## src/rtl/lsu.sv

```systemverilog
`default_nettype none
// ============================================================================
// Module   : lsu
// Purpose  : RV32I load/store unit sitting directly after the ALU. It turns
//            one accepted memory op into a single request/grant/response
//            transaction on the data-memory port. Loads return aligned,
//            sign- or zero-extended data. Misaligned or illegal ops, and ops
//            that run past the timeout, return an error flag instead.
// Ports    : clk, rst_n               - clock, async active-low reset
//            req_valid_i/req_ready_o  - op handshake from control
//            req_we_i, req_funct3_i   - store flag and RV32I size/sign
//            req_addr_i, req_wdata_i  - effective address, store data (rs2)
//            rsp_valid_o/err/data     - one-cycle completion to writeback
//            mem_req_o/we/addr/be/wdata - data-memory request
//            mem_gnt_i, mem_rvalid_i, mem_rdata_i - memory grant and read data
// Revision : 1.0 - initial release
// ============================================================================
module lsu #(
  parameter int TIMEOUT_CYCLES = 16
) (
  input  logic        clk,
  input  logic        rst_n,
  input  logic        req_valid_i,
  output logic        req_ready_o,
  input  logic        req_we_i,
  input  logic [2:0]  req_funct3_i,
  input  logic [31:0] req_addr_i,
  input  logic [31:0] req_wdata_i,
  output logic        rsp_valid_o,
  output logic        rsp_err_o,
  output logic [31:0] rsp_data_o,
  output logic        mem_req_o,
  output logic        mem_we_o,
  output logic [31:0] mem_addr_o,
  output logic [3:0]  mem_be_o,
  output logic [31:0] mem_wdata_o,
  input  logic        mem_gnt_i,
  input  logic        mem_rvalid_i,
  input  logic [31:0] mem_rdata_i
);

  // Counter is wide enough to hold TIMEOUT_CYCLES without wrapping, so a
  // grant on the last allowed cycle leaves the count at or above the limit.
  localparam int            c_CW    = (TIMEOUT_CYCLES > 0) ? $clog2(TIMEOUT_CYCLES + 2) : 1;
  localparam logic [c_CW-1:0] c_LIMIT = (TIMEOUT_CYCLES > 0) ? c_CW'(TIMEOUT_CYCLES - 1) : '0;

  typedef enum logic [1:0] {
    S_IDLE   = 2'd0,
    S_REQ    = 2'd1,
    S_WAIT_R = 2'd2,
    S_RESP   = 2'd3
  } state_t;

  state_t          state_q, state_d;
  logic [31:0]     addr_q, addr_d;
  logic [31:0]     wdata_q, wdata_d;
  logic [31:0]     data_q, data_d;
  logic [2:0]      funct3_q, funct3_d;
  logic            we_q, we_d;
  logic            err_q, err_d;
  logic [c_CW-1:0] cnt_q, cnt_d;

  logic            w_req_err;
  logic            w_expired;
  logic [31:0]     w_shifted;
  logic [31:0]     w_load_data;

  // Decode of the incoming op: illegal encodings or misaligned addresses.
  always_comb begin
    logic illegal;
    logic misalign;
    if (req_we_i) illegal = (req_funct3_i > 3'd2);
    else          illegal = (req_funct3_i == 3'd3) || (req_funct3_i == 3'd6) ||
                            (req_funct3_i == 3'd7);
    misalign  = ((req_funct3_i[1:0] == 2'd1) && req_addr_i[0]) ||
                ((req_funct3_i[1:0] == 2'd2) && (req_addr_i[1:0] != 2'b00));
    w_req_err = illegal || misalign;
  end

  assign w_expired = (TIMEOUT_CYCLES != 0) && (cnt_q >= c_LIMIT);

  // Bring the addressed byte/halfword down to bit 0, then extend.
  assign w_shifted = mem_rdata_i >> {addr_q[1:0], 3'b000};

  always_comb begin
    case (funct3_q)
      3'd0:    w_load_data = {{24{w_shifted[7]}}, w_shifted[7:0]};
      3'd1:    w_load_data = {{16{w_shifted[15]}}, w_shifted[15:0]};
      3'd2:    w_load_data = w_shifted;
      3'd4:    w_load_data = {24'd0, w_shifted[7:0]};
      3'd5:    w_load_data = {16'd0, w_shifted[15:0]};
      default: w_load_data = '0;
    endcase
  end

  always_comb begin
    state_d  = state_q;
    addr_d   = addr_q;
    wdata_d  = wdata_q;
    funct3_d = funct3_q;
    we_d     = we_q;
    err_d    = err_q;
    data_d   = data_q;
    cnt_d    = cnt_q;
    case (state_q)
      S_IDLE: begin
        if (req_valid_i) begin
          addr_d   = req_addr_i;
          wdata_d  = req_wdata_i;
          funct3_d = req_funct3_i;
          we_d     = req_we_i;
          err_d    = w_req_err;
          data_d   = '0;
          cnt_d    = '0;
          state_d  = w_req_err ? S_RESP : S_REQ;
        end
      end
      S_REQ: begin
        cnt_d = (cnt_q == '1) ? cnt_q : cnt_q + 1'b1;
        if (mem_gnt_i) begin
          state_d = we_q ? S_RESP : S_WAIT_R;
        end else if (w_expired) begin
          err_d   = 1'b1;
          state_d = S_RESP;
        end
      end
      S_WAIT_R: begin
        cnt_d = (cnt_q == '1) ? cnt_q : cnt_q + 1'b1;
        if (mem_rvalid_i) begin
          data_d  = w_load_data;
          state_d = S_RESP;
        end else if (w_expired) begin
          err_d   = 1'b1;
          state_d = S_RESP;
        end
      end
      default: begin
        state_d = S_IDLE;
      end
    endcase
  end

  always_ff @(posedge clk or negedge rst_n) begin
    if (!rst_n) begin
      state_q  <= S_IDLE;
      addr_q   <= '0;
      wdata_q  <= '0;
      funct3_q <= '0;
      we_q     <= 1'b0;
      err_q    <= 1'b0;
      data_q   <= '0;
      cnt_q    <= '0;
    end else begin
      state_q  <= state_d;
      addr_q   <= addr_d;
      wdata_q  <= wdata_d;
      funct3_q <= funct3_d;
      we_q     <= we_d;
      err_q    <= err_d;
      data_q   <= data_d;
      cnt_q    <= cnt_d;
    end
  end

  // Outputs are decoded from state; memory fields are only driven in REQ so
  // everything reads 0 during reset and between transactions.
  always_comb begin
    logic in_req;
    logic in_resp;
    in_req      = (state_q == S_REQ);
    in_resp     = (state_q == S_RESP);
    // Reset forces state to IDLE, so ready is masked by rst_n to read 0.
    req_ready_o = rst_n && (state_q == S_IDLE);
    rsp_valid_o = in_resp;
    rsp_err_o   = in_resp && err_q;
    rsp_data_o  = in_resp ? data_q : '0;
    mem_req_o   = in_req;
    mem_we_o    = in_req && we_q;
    mem_addr_o  = in_req ? {addr_q[31:2], 2'b00} : '0;
    mem_be_o    = '0;
    mem_wdata_o = '0;
    if (in_req) begin
      case (funct3_q[1:0])
        2'd0: begin
          mem_be_o    = 4'b0001 << addr_q[1:0];
          mem_wdata_o = {4{wdata_q[7:0]}};
        end
        2'd1: begin
          mem_be_o    = 4'b0011 << {addr_q[1], 1'b0};
          mem_wdata_o = {2{wdata_q[15:0]}};
        end
        default: begin
          mem_be_o    = 4'b1111;
          mem_wdata_o = wdata_q;
        end
      endcase
    end
  end

endmodule
`default_nettype wire

```

## config.mk

```make
export PLATFORM = sky130hd
export DESIGN_NAME = lsu
export DESIGN_NICKNAME = d
export VERILOG_FILES = /design/src/rtl/lsu.sv
export SDC_FILE = /design/constraint.sdc
export NUM_CORES = 1
export LEC_CHECK = 0
export CAP_MARGIN = 40
export CORE_MARGIN = 3
export CORE_UTILIZATION = 35
export DETAILED_ROUTE_END_ITERATION = 7
export GPL_TIMING_DRIVEN = 0
export PLACE_DENSITY_LB_ADDON = 0.1
export SYNTH_ARGS = -nofsm -noshare
export SYNTH_HDL_FRONTEND = slang
export SYNTH_SLANG_ARGS = --single-unit
```

## constraint.sdc

```tcl
create_clock -name clk -period 5.98 [get_ports clk]
set_clock_uncertainty 0.15 [all_clocks]
set_input_delay 0.598 -clock clk [delete_from_list [all_inputs] [get_ports clk]]
set_output_delay 0.598 -clock clk [all_outputs]
set_load 0.02 [all_outputs]
```

==> results_dict.tcl <==
set metrics [dict create \
    slowest_delay_ns 0.60 \
    synth_cells 548 \
    r2r-start "state_q[1]$_DFFE_PN0N_" \
    relSlewSlack 0.483 \
    tritoncts "done" \
    post_cts_resized 0 \
    seq_power_share 0.304 \
    p_leak_nw 3.69 \
    grt_usage 0.200 \
    cts_hold_buf 0 \
    dieHeight_um 137 \
    worst-slew-pin-transition_ns 0.774 \
    grt.met3_usage 0.0577 \
    pre_cts_ws_ns 2.61 \
    yosysUniqueCellTypes 51 \
    synth_top_area_share 0.453 \
    cts_buffers 9 \
    cts_buffer_depth 2 \
    grt_pass1_wl_um 28700 \
    layout_min_cycle_time_ns 3.66 \
    core-area_um2 16600 \
    startpoint "state_q[1]$_DFFE_PN0N_" \
    ys_top_cells_by_area "dfrtp_1 45%, mux2_2 15%, and2_1 8.5%" \
    pwr_density_cell_nw_per_um2 488 \
    wirelength_um 18600 \
    netlist_area_um2 5970 \
    critPathMaxFanout 10 \
    drt_iter0_drc 282 \
    grt_util_met1 0.261 \
    yosysSeqAreaShare 0.453 \
    met2_usage 0.327 \
    final_nets 881 \
    seq_area_um2 2700 \
    required_ns 5.23 \
    top_usage_layer "met2" \
    synth_edf_count 0 \
    worst_slack_ns 2.32 \
    grt_max_degree 57 \
    routedWlPerCell_um 18.8 \
    clk_latency_ns 0.35 \
    rows 47 \
    drc 0 \
    post-dp-hpwl_um 14200 \
    timing.final.crit_share 0.613 \
    htree_levels 3 \
    slowest_stage "clkdlybuf4s50_1" \
    path_clk_slew_ns 0.07 \
    gp_congestion 0.854 \
    p_clk_frac 0.149 \
    irDropWorstVdd_uv 203 \
    ant_nets 0 \
    switchingPower_mw 1.68 \
    cts_root_buf "clkbuf_16" \
    yosys_warnings 0 \
    cp-end-kind "output pin" \
    holdCritPathClass "primary input to asynchronous set/reset pin" \
    setup_viol 0 \
    vias_per_cell 4.97 \
    vias 4935 \
    ios 210 \
    grt_pass1_vias 5283 \
    synth_seq_cells 108 \
    drv_cap 0 \
    cp-start-kind "flip-flop" \
    p_sw_frac 0.397 \
    synthArstFlopShare 1.00 \
    first_pass_iters 4 \
    diodes 0 \
    cp_cell_sequence "inv_1 > ha_1 > clkbuf_1 > clkbuf_1 > and2_1 > clkdlybuf4s50_1" \
    fin_util 0.520 \
    die_area_um2 18600 \
    cts_setup_buffers 0 \
    critPathArrivalTime_ns 2.92 \
    die_w_um 137 \
    total_power_mw 4.22 \
    p_comb_frac 0.546 \
    syn-mean-instance-area_um2 10.9 \
    cpMostUsedCell "clkbuf_1" \
    start_util 0.358 \
    ys.flop_type "dfrtp_1" \
    hold_violations 0 \
    fmax_ghz 0.273 \
    overflow 0 \
    area_growth_pct 45.0 \
    port_buffers 207 \
    final-max-slew-violation-count 0 \
    yosysTopAreaCell "dfrtp_1" \
    antenna_found_initial 0 \
    status "complete, no violations" \
    p_int_mw 2.55 \
    drive_gt1_frac 0.166 \
    multi_input_area_um2 3020 \
    clkSinkCount 108 \
    crit_type "flip-flop to output pin" \
    rsz0062_at_grt "no" \
    fillCellCount 1491 \
]
-- final cells by class --
cell class | count | share of cell area
Multi-Input combinational cell | 391 | 0.349
Tap cell | 220 | 0.0318
Inverter | 9 | 0.00390
Clock inverter | 5 | 0.00897
Clock buffer | 10 | 0.0265
Timing Repair Buffer | 208 | 0.243
Sequential cell | 108 | 0.312
Buffer | 41 | 0.0244
-- kinds of logic (layout without fill, tap and decap cells) --
logic type | Yosys count | in the layout | share of synthesized area
adder cells (fa/ha/maj) | 8 | 8 | 0.0168
XOR/XNOR | 1 | 1 | 0.00147
AND/OR/NAND/NOR | 170 | 170 | 0.164
multiplexers | 111 | 111 | 0.203
flip-flops | 108 | 108 | 0.453
AO/OA/AOI/OAI | 99 | 99 | 0.120
buffers and inverters | 50 | 273 | 0.0411
other | 1 | 2 | 0.000629
-- sequential cells by signal, summed over array words and instances, names as in the netlist --
name,count
wdata_q,32
addr_q,32
funct3_q,3
data_q,32
state_q,2
err_q,1
cnt_q,5
we_q,1
-- power groups by stage --
stage | combinational, mW | sequential, mW | clock (mW)
after floorplan | 1.50 | 1.22 | 0
after global placement | 2.29 | 1.28 | 0
after detailed placement | 2.32 | 1.30 | 0
after CTS | 2.33 | 1.28 | 0.650
after global routing | 2.50 | 1.33 | 0.680
final | 2.31 | 1.29 | 0.631
-- worst max-delay path, delay by kind of cell (launching register included) --
family	cells	cell delay, ns
DFF	1	0.45
and+or+nand+nor	1	0.20
adders and majority gates	1	0.37
buffers and inverters	4	1.54
-- worst paths after layout --
path                       slack (ns)  cells after the start                      end
max in group asynchronous        4.99                      2  wdata_q[28]$_DFFE_PN0P_
min                              0.04                      1     cnt_q[2]$_DFFE_PN0P_
min in group clk                 0.33                      1   data_q[12]$_DFFE_PN0P_
max                              2.32                      6           mem_wdata_o[0]
min reg2reg                      0.33                      1   data_q[12]$_DFFE_PN0P_
max reg2reg                      3.61                      6    data_q[3]$_DFFE_PN0P_
-- layer usage --
layer | up-vias | routed length (um)
li1 | 2358 | -
met1 | 2379 | 7950
met2 | 187 | 8920
met3 | 11 | 1580
met4 | 0 | 188
met5 | - | 0
-- cells in the mapped netlist, types with 3 or more instances --
master and n:
buf_1 4, dfrtp_1 108, mux2i_1 33, a22o_1 7, a21oi_1 14, a221o_1 16, a21boi_0 8, buf_2 12
nor2_1 10, buf_4 3, buf_6 4, and2_1 81, nor4_1 3, nand3_1 7, or2_2 7, ha_1 8
mux2_2 77, clkbuf_1 17, nand2b_1 3, nand2_1 35, a211o_1 9, o21ai_0 29, nor2b_1 13, inv_1 9
-- metrics by stage --
step	cells	cell area [um^2]	TNS (ns)	hold slack, ns
after floorplan	549	5970	0	0.152
after global placement	976	8320	-22.75	0.312
after detailed placement	977	8350	0	0.319
after CTS	992	8650	0	0.0626
after global routing	992	8650	0	0.0759
final	992	8650	0	0.0434
-- cell usage in the layout, fill, tap and decap left out, types with 3 or more instances in the layout --
cell type and count:
buf_1 4, a22o_1 7, nor2b_1 13, nor2_1 10
nand3_1 7, nand2_1 35, and2_1 81, o21ai_0 29
ha_1 8, buf_2 12, nand2b_1 3, or2_2 7
dfrtp_1 108, a221o_1 16, mux2_2 77, clkbuf_1 18
mux2i_1 33, clkdlybuf4s50_1 206, buf_6 5, clkbuf_16 9
a21oi_1 14, a211o_1 9, buf_4 3, nor4_1 3
inv_1 9, a21boi_0 8
(Power assumes the default switching activity.)
